File: src/rtl/pipeline_elastic_chain_pkg.sv
// Shared defaults and a constant clog2 helper for the elastic pipeline chain.
package pipeline_elastic_chain_pkg;

  localparam int unsigned DEF_DATA_W = 32;
  localparam int unsigned DEF_STAGES = 5;
  localparam int unsigned DEF_CNT_W  = 32;

  function automatic int unsigned clog2(input int unsigned value);
    int unsigned result;
    int unsigned rem;
    result = 0;
    rem    = (value > 1) ? value - 1 : 0;
    while (rem > 0) begin
      result++;
      rem = rem >> 1;
    end
    return result;
  endfunction

endpackage

File: src/rtl/pipeline_stage_slot.sv
// One valid+payload register stage; kill overrides advance, payload is not reset.
module pipeline_stage_slot #(
  parameter int unsigned DATA_W = 32
) (
  input  logic              clk,
  input  logic              rst,
  input  logic              advance,
  input  logic              kill,
  input  logic              up_valid,
  input  logic [DATA_W-1:0] up_data,
  output logic              valid,
  output logic              valid_next,
  output logic [DATA_W-1:0] data
);

  logic              valid_q;
  logic [DATA_W-1:0] data_q;

  always_comb begin
    valid_next = valid_q;
    if (kill) begin
      valid_next = 1'b0;
    end else if (advance) begin
      valid_next = up_valid;
    end
  end

  always_ff @(posedge clk) begin
    if (rst) begin
      valid_q <= 1'b0;
    end else begin
      valid_q <= valid_next;
    end
  end

  // Bubbles and squashed entries leave the payload untouched.
  always_ff @(posedge clk) begin
    if (advance && up_valid && !kill) begin
      data_q <= up_data;
    end
  end

  assign valid = valid_q;
  assign data  = data_q;

endmodule

File: src/rtl/pipeline_elastic_chain.sv
// Elastic register chain with combinational ready propagation, partial flush and
// saturating transfer/flush statistics.
module pipeline_elastic_chain
  import pipeline_elastic_chain_pkg::*;
#(
  parameter int unsigned DATA_W = DEF_DATA_W,
  parameter int unsigned STAGES = DEF_STAGES,
  parameter int unsigned CNT_W  = DEF_CNT_W,
  localparam int unsigned OCC_W = clog2(STAGES + 1)
) (
  input  logic              in_clk,
  input  logic              in_rst,
  input  logic              in_valid,
  input  logic [DATA_W-1:0] in_data,
  output logic              out_in_ready,
  output logic              out_valid,
  output logic [DATA_W-1:0] out_data,
  input  logic              in_ready,
  input  logic              in_flush,
  input  logic [OCC_W-1:0]  in_flush_depth,
  output logic [OCC_W-1:0]  out_occupancy,
  output logic [CNT_W-1:0]  out_accept_count,
  output logic [CNT_W-1:0]  out_flush_count
);

  logic [STAGES-1:0] stage_valid;
  logic [STAGES-1:0] stage_valid_next;
  logic [STAGES-1:0] stage_kill;
  logic [STAGES-1:0] stage_load;
  logic [STAGES-1:0] up_valid;
  logic [DATA_W-1:0] stage_data [STAGES];
  logic [STAGES:0]   ready_chain;

  logic [OCC_W-1:0]  flush_n;
  logic              flush_all;
  logic              out_fire;
  logic [OCC_W-1:0]  squash_cnt;
  logic [OCC_W-1:0]  occ_d, occ_q;
  logic [CNT_W:0]    accept_sum, flush_sum;
  logic [CNT_W-1:0]  accept_cnt_d, accept_cnt_q;
  logic [CNT_W-1:0]  flush_cnt_d, flush_cnt_q;

  always_comb begin
    flush_n = '0;
    if (in_flush) begin
      flush_n = (in_flush_depth > OCC_W'(STAGES)) ? OCC_W'(STAGES) : in_flush_depth;
    end
  end

  // A whole-chain flush also blocks the output so nothing escapes the squash.
  assign flush_all = (flush_n == OCC_W'(STAGES));

  always_comb begin
    ready_chain         = '0;
    ready_chain[STAGES] = in_ready & ~flush_all;
    for (int i = STAGES - 1; i >= 0; i--) begin
      ready_chain[i] = ~stage_valid[i] | ready_chain[i+1];
    end
  end

  assign out_in_ready = ready_chain[0] & ~in_rst & (flush_n == '0);

  // Entries leaving a squashed stage become bubbles in the next stage.
  always_comb begin
    for (int i = 0; i < STAGES; i++) begin
      stage_kill[i] = (int'(flush_n) > i);
      stage_load[i] = ready_chain[i];
    end
    up_valid[0] = in_valid & out_in_ready;
    for (int i = 1; i < STAGES; i++) begin
      up_valid[i] = stage_valid[i-1] & ~stage_kill[i-1];
    end
  end

  for (genvar g = 0; g < STAGES; g++) begin : g_stage
    logic [DATA_W-1:0] up_data;
    if (g == 0) begin : g_head
      assign up_data = in_data;
    end else begin : g_body
      assign up_data = stage_data[g-1];
    end

    pipeline_stage_slot #(
      .DATA_W(DATA_W)
    ) u_slot (
      .clk       (in_clk),
      .rst       (in_rst),
      .advance   (stage_load[g]),
      .kill      (stage_kill[g]),
      .up_valid  (up_valid[g]),
      .up_data   (up_data),
      .valid     (stage_valid[g]),
      .valid_next(stage_valid_next[g]),
      .data      (stage_data[g])
    );
  end

  assign out_valid = stage_valid[STAGES-1] & ~flush_all;
  assign out_data  = stage_data[STAGES-1];
  assign out_fire  = out_valid & in_ready;

  always_comb begin
    squash_cnt = '0;
    occ_d      = '0;
    for (int i = 0; i < STAGES; i++) begin
      squash_cnt = squash_cnt + OCC_W'(stage_valid[i] & stage_kill[i]);
      occ_d      = occ_d + OCC_W'(stage_valid_next[i]);
    end
    accept_sum   = {1'b0, accept_cnt_q} + (CNT_W + 1)'(out_fire);
    accept_cnt_d = accept_sum[CNT_W] ? '1 : accept_sum[CNT_W-1:0];
    flush_sum    = {1'b0, flush_cnt_q} + (CNT_W + 1)'(squash_cnt);
    flush_cnt_d  = flush_sum[CNT_W] ? '1 : flush_sum[CNT_W-1:0];
  end

  always_ff @(posedge in_clk) begin
    if (in_rst) begin
      occ_q        <= '0;
      accept_cnt_q <= '0;
      flush_cnt_q  <= '0;
    end else begin
      occ_q        <= occ_d;
      accept_cnt_q <= accept_cnt_d;
      flush_cnt_q  <= flush_cnt_d;
    end
  end

  assign out_occupancy    = occ_q;
  assign out_accept_count = accept_cnt_q;
  assign out_flush_count  = flush_cnt_q;

endmodule

File: config.mk
export PLATFORM = sky130hd
export DESIGN_NAME = pipeline_elastic_chain
export DESIGN_NICKNAME = d
export VERILOG_FILES = /design/src/rtl/pipeline_elastic_chain_pkg.sv /design/src/rtl/pipeline_stage_slot.sv /design/src/rtl/pipeline_elastic_chain.sv
export SDC_FILE = /design/constraint.sdc
export NUM_CORES = 1
export LEC_CHECK = 0
export ABC_AREA = 1
export CORE_UTILIZATION = 45
export DETAILED_ROUTE_END_ITERATION = 12
export PLACE_DENSITY = 0.78
export SLEW_MARGIN = 25
export SYNTH_ARGS = -nofsm -noshare
export SYNTH_HDL_FRONTEND = slang
export SYNTH_SLANG_ARGS = --single-unit
File: constraint.sdc
create_clock -name in_clk -period 10.35 [get_ports in_clk]
set_clock_uncertainty 0.1 [all_clocks]
set_input_delay 3.105 -clock in_clk [delete_from_list [all_inputs] [get_ports in_clk]]
set_output_delay 3.105 -clock in_clk [all_outputs]
set_load 0.05 [all_outputs]
==> impl_metrics.tcl, run 1 <==
set metrics [dict create \
    seq_area_um2 6250 \
    clk_path_buf_depth 3 \
    cp.required_ns 7.15 \
    r2r_end "out_flush_count[16]" \
    cts_setup_buffers 0 \
    fmax_mhz 117 \
    cp_max_fo 4 \
    synth-edff-count 160 \
    hp-start "g_stage[1].u_slot.data[7]" \
    cts_resized 0 \
    drc 0 \
    core_um2 19700 \
    netlist_area_um2 9190 \
    reg2reg_depth 14 \
    hp-class "reg -> reg" \
    ir_drop_mv 0.123 \
    synthCells 845 \
    path_class "in -> out" \
    htree_levels 1 \
    setup-violations-final 0 \
    grt_use_total_pct 19.1 \
    syn_area_per_cell_um2 10.9 \
    grt_max_degree 38 \
    r2r_start "g_stage[2].u_slot.valid" \
    hpwl_um 13900 \
    leakage_uw 0.00443 \
    grt_overflow 0 \
    synth.distinct_cells 35 \
    port_buffers 140 \
    grt_pass1_wl_um 30600 \
    wl_um 19300 \
    initial_core_util_pct 46.6 \
    grt_pass1_vias 6090 \
    firstDrtPassIters 5 \
    maxCapViolCount 0 \
    timing.final.crit_share_pct 82.3 \
    finalNetCount 1059 \
    hold_viol 0 \
    syn_nets 897 \
    holdPathEnd "g_stage[2].u_slot.data[7]" \
    place_congestion 0.894 \
    startpoint_type "input port" \
    powerDensity_nw_per_um2 165 \
    rows 51 \
    multi_input_area_um2 2440 \
    worstPathArrival_ns 5.32 \
    clkLatencyLatePin_ns 0.50 \
    die_w_um 145 \
    fill_cells 1604 \
    clk_pin_slew_ns 0.06 \
    layout-drive-gt1-share_pct 6.54 \
    reg2reg_setup_slack_ns 6.57 \
    die_area_um2 21000 \
    hold_buffers 0 \
    numCtsBuffers 24 \
    tightestPinTransition_ns 0.732 \
    yosysWarnings 0 \
    avgRoutedWirePerCell_um 15.0 \
    vias 6137 \
    min_path_cells 0 \
    timing.slew.headroom_pct 51.1 \
    syn_to_final_growth_pct 28.4 \
    cts_sinks 232 \
    antenna_found_initial 1 \
    fin_setup_tns_ns 0 \
    fin_crit_ns 8.52 \
    ant_nets 0 \
    status "completed" \
    drtIter0Drc 299 \
    synthArstFlopShare_pct 0 \
    end_kind "output pin" \
    cts_tree "built" \
    via_per_inst 4.75 \
    ios 141 \
    drv_slew 0 \
    cts_root_buffer "clkbuf_16" \
    rsz0062_at_grt "no" \
    die_y_um 145 \
    synth_flop_cell "edfxtp_1" \
    synth-seq-cells 232 \
    finalPower_uw 1950 \
    synth-seq-area-share_pct 68.0 \
]
[state kept, by name, summed over array words and instances, names as in the netlist]
| register | cells |
|---|---|
| g_stage.u_slot.data | 160 |
| g_stage.u_slot.valid | 5 |
| out_accept_count | 32 |
| out_flush_count | 32 |
| out_occupancy | 3 |
[layer usage]
metal  global-route usage (%)  wire length, um
met5                        0                0
met4                     6.81              538
met3                     2.96              729
met2                     34.8             9950
met1                     22.9             8090
[how the worst max path moves through the flow]
| stage | from | depth (start not counted) | to | slack [ns] |
|---|---|---|---|---|
| floorplan | in_flush_depth[1] | 5 | out_in_ready | 2.73 |
| global placement | in_flush_depth[1] | 7 | out_in_ready | 1.86 |
| detailed placement | in_flush_depth[1] | 7 | out_in_ready | 1.87 |
| CTS | in_flush_depth[1] | 7 | out_in_ready | 1.85 |
| global route | in_flush | 9 | out_in_ready | 1.63 |
| finish | in_flush_depth[1] | 7 | out_in_ready | 1.83 |
[placed cells by master (no fill, tap or decap), types with 3 or more instances in the layout]
| cell type | n |
|---|---|
| a21oi_1 | 17 |
| a21oi_2 | 3 |
| buf_4 | 6 |
| bufinv_16 | 5 |
| clkbuf_1 | 5 |
| clkbuf_16 | 25 |
| clkbuf_8 | 3 |
| clkdlybuf4s50_1 | 140 |
| clkinv_2 | 3 |
| dfxtp_1 | 72 |
| edfxtp_1 | 160 |
| fa_1 | 5 |
| ha_1 | 7 |
| inv_1 | 117 |
| nand2_1 | 192 |
| nand2_2 | 3 |
| nand3_1 | 57 |
| nand3b_1 | 12 |
| nand4_1 | 8 |
| nor2_1 | 103 |
| nor2_4 | 4 |
| nor3_1 | 20 |
| o21ai_0 | 10 |
| xnor2_1 | 7 |
| xor2_1 | 18 |
[synthesized netlist by cell type, types with 7 or more instances]
cell type  number  area, um^2
o21ai_0        10        50.1
nand4_1         8        50.1
xnor2_1         7        61.3
a21oi_1        18        90.1
xor2_1         18         158
nand2_1       192         721
ha_1            7        87.6
edfxtp_1      160        4800
nand3b_1       12        90.1
dfxtp_1        72        1440
nor2_1        103         387
nor3_1         21         105
nand3_1        57         285
inv_1         117         439
[critical path: stages]
cell and delay, ns:
clkdlybuf4s50_1 0.44, o21ai_0 0.33, inv_1 0.15, a21oi_1 0.22, nand2_1 0.14, nor2_1 0.13, clkdlybuf4s50_1 0.81
[layout make-up]
class                           instances  share of cell area, %
Timing Repair Buffer                  147                   12.4
Clock inverter                         11                   1.57
Multi-Input combinational cell        483                   20.7
Sequential cell                       232                   52.9
Tap cell                              265                   2.81
Inverter                              119                   3.79
Clock buffer                           33                   5.81
Antenna cell                            1                 0.0212
[per-stage QoR]
step                      area (um^2)  util (%)  setup WS, ns  std cells  hold slack [ns]
after floorplan                  9190         -          2.73        845            0.300
after global placement          10900      55.3          1.86       1245            0.300
after detailed placement        10900      55.4          1.87       1246            0.305
after CTS                       11800      59.8          1.85       1290            0.314
after global routing            11800      59.8          1.63       1291            0.318
final                           11800      59.8          1.83       1291            0.312
[cells by family (layout without fill, tap and decap cells)]
logic type                 Yosys count  in the layout  share of synthesized area (%)
DFF                                232            232                           68.0
buffers and inverters              130            310                           5.68
AOI/OAI and AO/OA                   40             40                           2.66
and+or+nand+nor                    406            406                           19.3
xor gates and xnor gates            25             25                           2.38
adders and majority gates           12             12                           2.04
other                                0              1                              0
[power breakdown]
group / internal (uW) / switching [uW]
sequential: 993 / 2.45
combinational: 15.9 / 16.2
clock: 589 / 335
No activity file was read; power rests on OpenSTA's default activity.
==> run 2: changes to the inputs <==
==> constraint.sdc (replaced) <==
create_clock -name in_clk -period 8.5 [get_ports in_clk]
set_clock_uncertainty 0.1 [all_clocks]
set_input_delay 2.55 -clock in_clk [delete_from_list [all_inputs] [get_ports in_clk]]
set_output_delay 2.55 -clock in_clk [all_outputs]
set_load 0.05 [all_outputs]
==> run 2 against run 1 <==
Critical path depth up 2; hold slack gained 0.0011 ns; final cell count about the same; via count shrank 0.49%; critical path type unchanged; wire length fell by 0.74%; die area did not move; clock power is 15% higher; global-route usage decreased by 0.58 points.
==> impl_metrics.tcl, run 2 (synthesized netlist as in run 1, its figures left out) <==
set metrics [dict create \
    status "completed" \
    place_congestion 0.914 \
    cts_tree "built" \
    cp_max_fo 4 \
    ir_drop_mv 0.125 \
    crit_family "simple AND/OR/NAND/NOR gates" \
    vias 6107 \
    ant_nets 0 \
    port_buffers 140 \
    antenna_found_initial 2 \
    fin_setup_tns_ns 0 \
    end_kind "output pin" \
    ios 141 \
    worstPathArrival_ns 4.24 \
    fin_crit_ns 6.89 \
    mostFrequentLayoutCells "nand2_1 (192), edfxtp_1 (160), clkdlybuf4s50_1 (139)" \
    tightestPinTransition_ns 0.596 \
    clk_path_buf_depth 3 \
    initial_core_util_pct 46.6 \
    die_y_um 145 \
    seq_area_um2 6250 \
    via_per_inst 4.73 \
    maxCapViolCount 0 \
    hp-class "reg -> reg" \
    path_class "in -> out" \
    startpoint_type "input port" \
    avgRoutedWirePerCell_um 14.9 \
    utilization_pct 59.6 \
    grt_overflow 0 \
    cts_resized 0 \
    die_area_um2 21000 \
    hpwl_um 13700 \
    syn_to_final_growth_pct 27.9 \
    fill_cells 1599 \
    cp_num_buf_inv 3 \
    drtIter0Drc 396 \
    powerDensity_nw_per_um2 197 \
    cp.required_ns 5.85 \
    setup-violations-final 0 \
    leakage_uw 0.00440 \
    cts_sinks 232 \
    grt_use_total_pct 18.6 \
    grt_max_degree 38 \
    clkLatencyLatePin_ns 0.50 \
    hold_viol 0 \
    wl_um 19200 \
    finalNetCount 1059 \
    largest_register_ffs 160 \
    layout-drive-gt1-share_pct 6.35 \
    grt_pass1_wl_um 29500 \
    clk_pin_slew_ns 0.06 \
    firstDrtPassIters 5 \
    hold_buffers 0 \
    cts_setup_buffers 0 \
    slowest_delay_ns 0.50 \
    core_um2 19700 \
    drc 0 \
    rows 51 \
    multi_input_area_um2 2440 \
    htree_levels 1 \
    rsz0062_at_grt "no" \
    drv_slew 0 \
    numCtsBuffers 24 \
    timing.slew.headroom_pct 60.2 \
    timing.final.crit_share_pct 81.0 \
    die_w_um 145 \
    layout_commonest_cell "nand2_1" \
    cp_cell_sequence "clkdlybuf4s50_1 > nand2_1 > inv_1 > nand3_1 > nand2_1 > nand4_1 > nor2_1 > nor2_1 > buf_4" \
    fmax_mhz 145 \
    cts_root_buffer "clkbuf_16" \
    grt_pass1_vias 5752 \
    crit_slowest_cell "clkdlybuf4s50_1" \
]
-- run 2: path summary, 6_finish.rpt --
path | slack, ns | depth (start not counted) | start | end
max | 1.61 | 9 | in_flush | out_in_ready
min | 0.31 | 0 | g_stage[3].u_slot.data[9] | g_stage[4].u_slot.data[9]
max reg2reg | 4.85 | 14 | g_stage[2].u_slot.valid | out_flush_count[14]
min reg2reg | 0.31 | 0 | g_stage[3].u_slot.data[9] | g_stage[4].u_slot.data[9]
-- run 2: layer usage --
metal / vias up / GRT usage (%) / part of all wire [%]
li1: 3109 / - / -
met1: 2829 / 23.5 / 43
met2: 139 / 32.3 / 50
met3: 30 / 3.09 / 4.1
met4: 0 / 6.20 / 2.1
met5: - / 0 / 0
-- run 2: area by class of cell --
cell class / instances / area share (%)
Sequential cell: 232 / 53.2
Multi-Input combinational cell: 483 / 20.7
Timing Repair Buffer: 147 / 12.5
Clock buffer: 29 / 5.45
Inverter: 119 / 3.80
Tap cell: 265 / 2.82
Clock inverter: 13 / 1.45
Antenna cell: 2 / 0.0426
-- run 2: power breakdown --
part,internal (uW),switching (uW),leakage (uW)
combinational,19.3,19.7,0.00199
clock,656,404,0.000386
sequential,1210,2.85,0.00202
-- run 2: through the flow --
stage	instance area [um^2]	total power (uW)	hold slack, ns	std cells	setup slack [ns]
final	11700	2310	0.313	1290	1.61
after global routing	11700	2390	0.320	1290	1.49
after CTS	11700	2340	0.315	1288	1.62
after detailed placement	10900	1280	0.305	1246	1.52
after global placement	10900	1270	0.300	1245	1.66
after floorplan	9190	1250	0.300	845	1.99
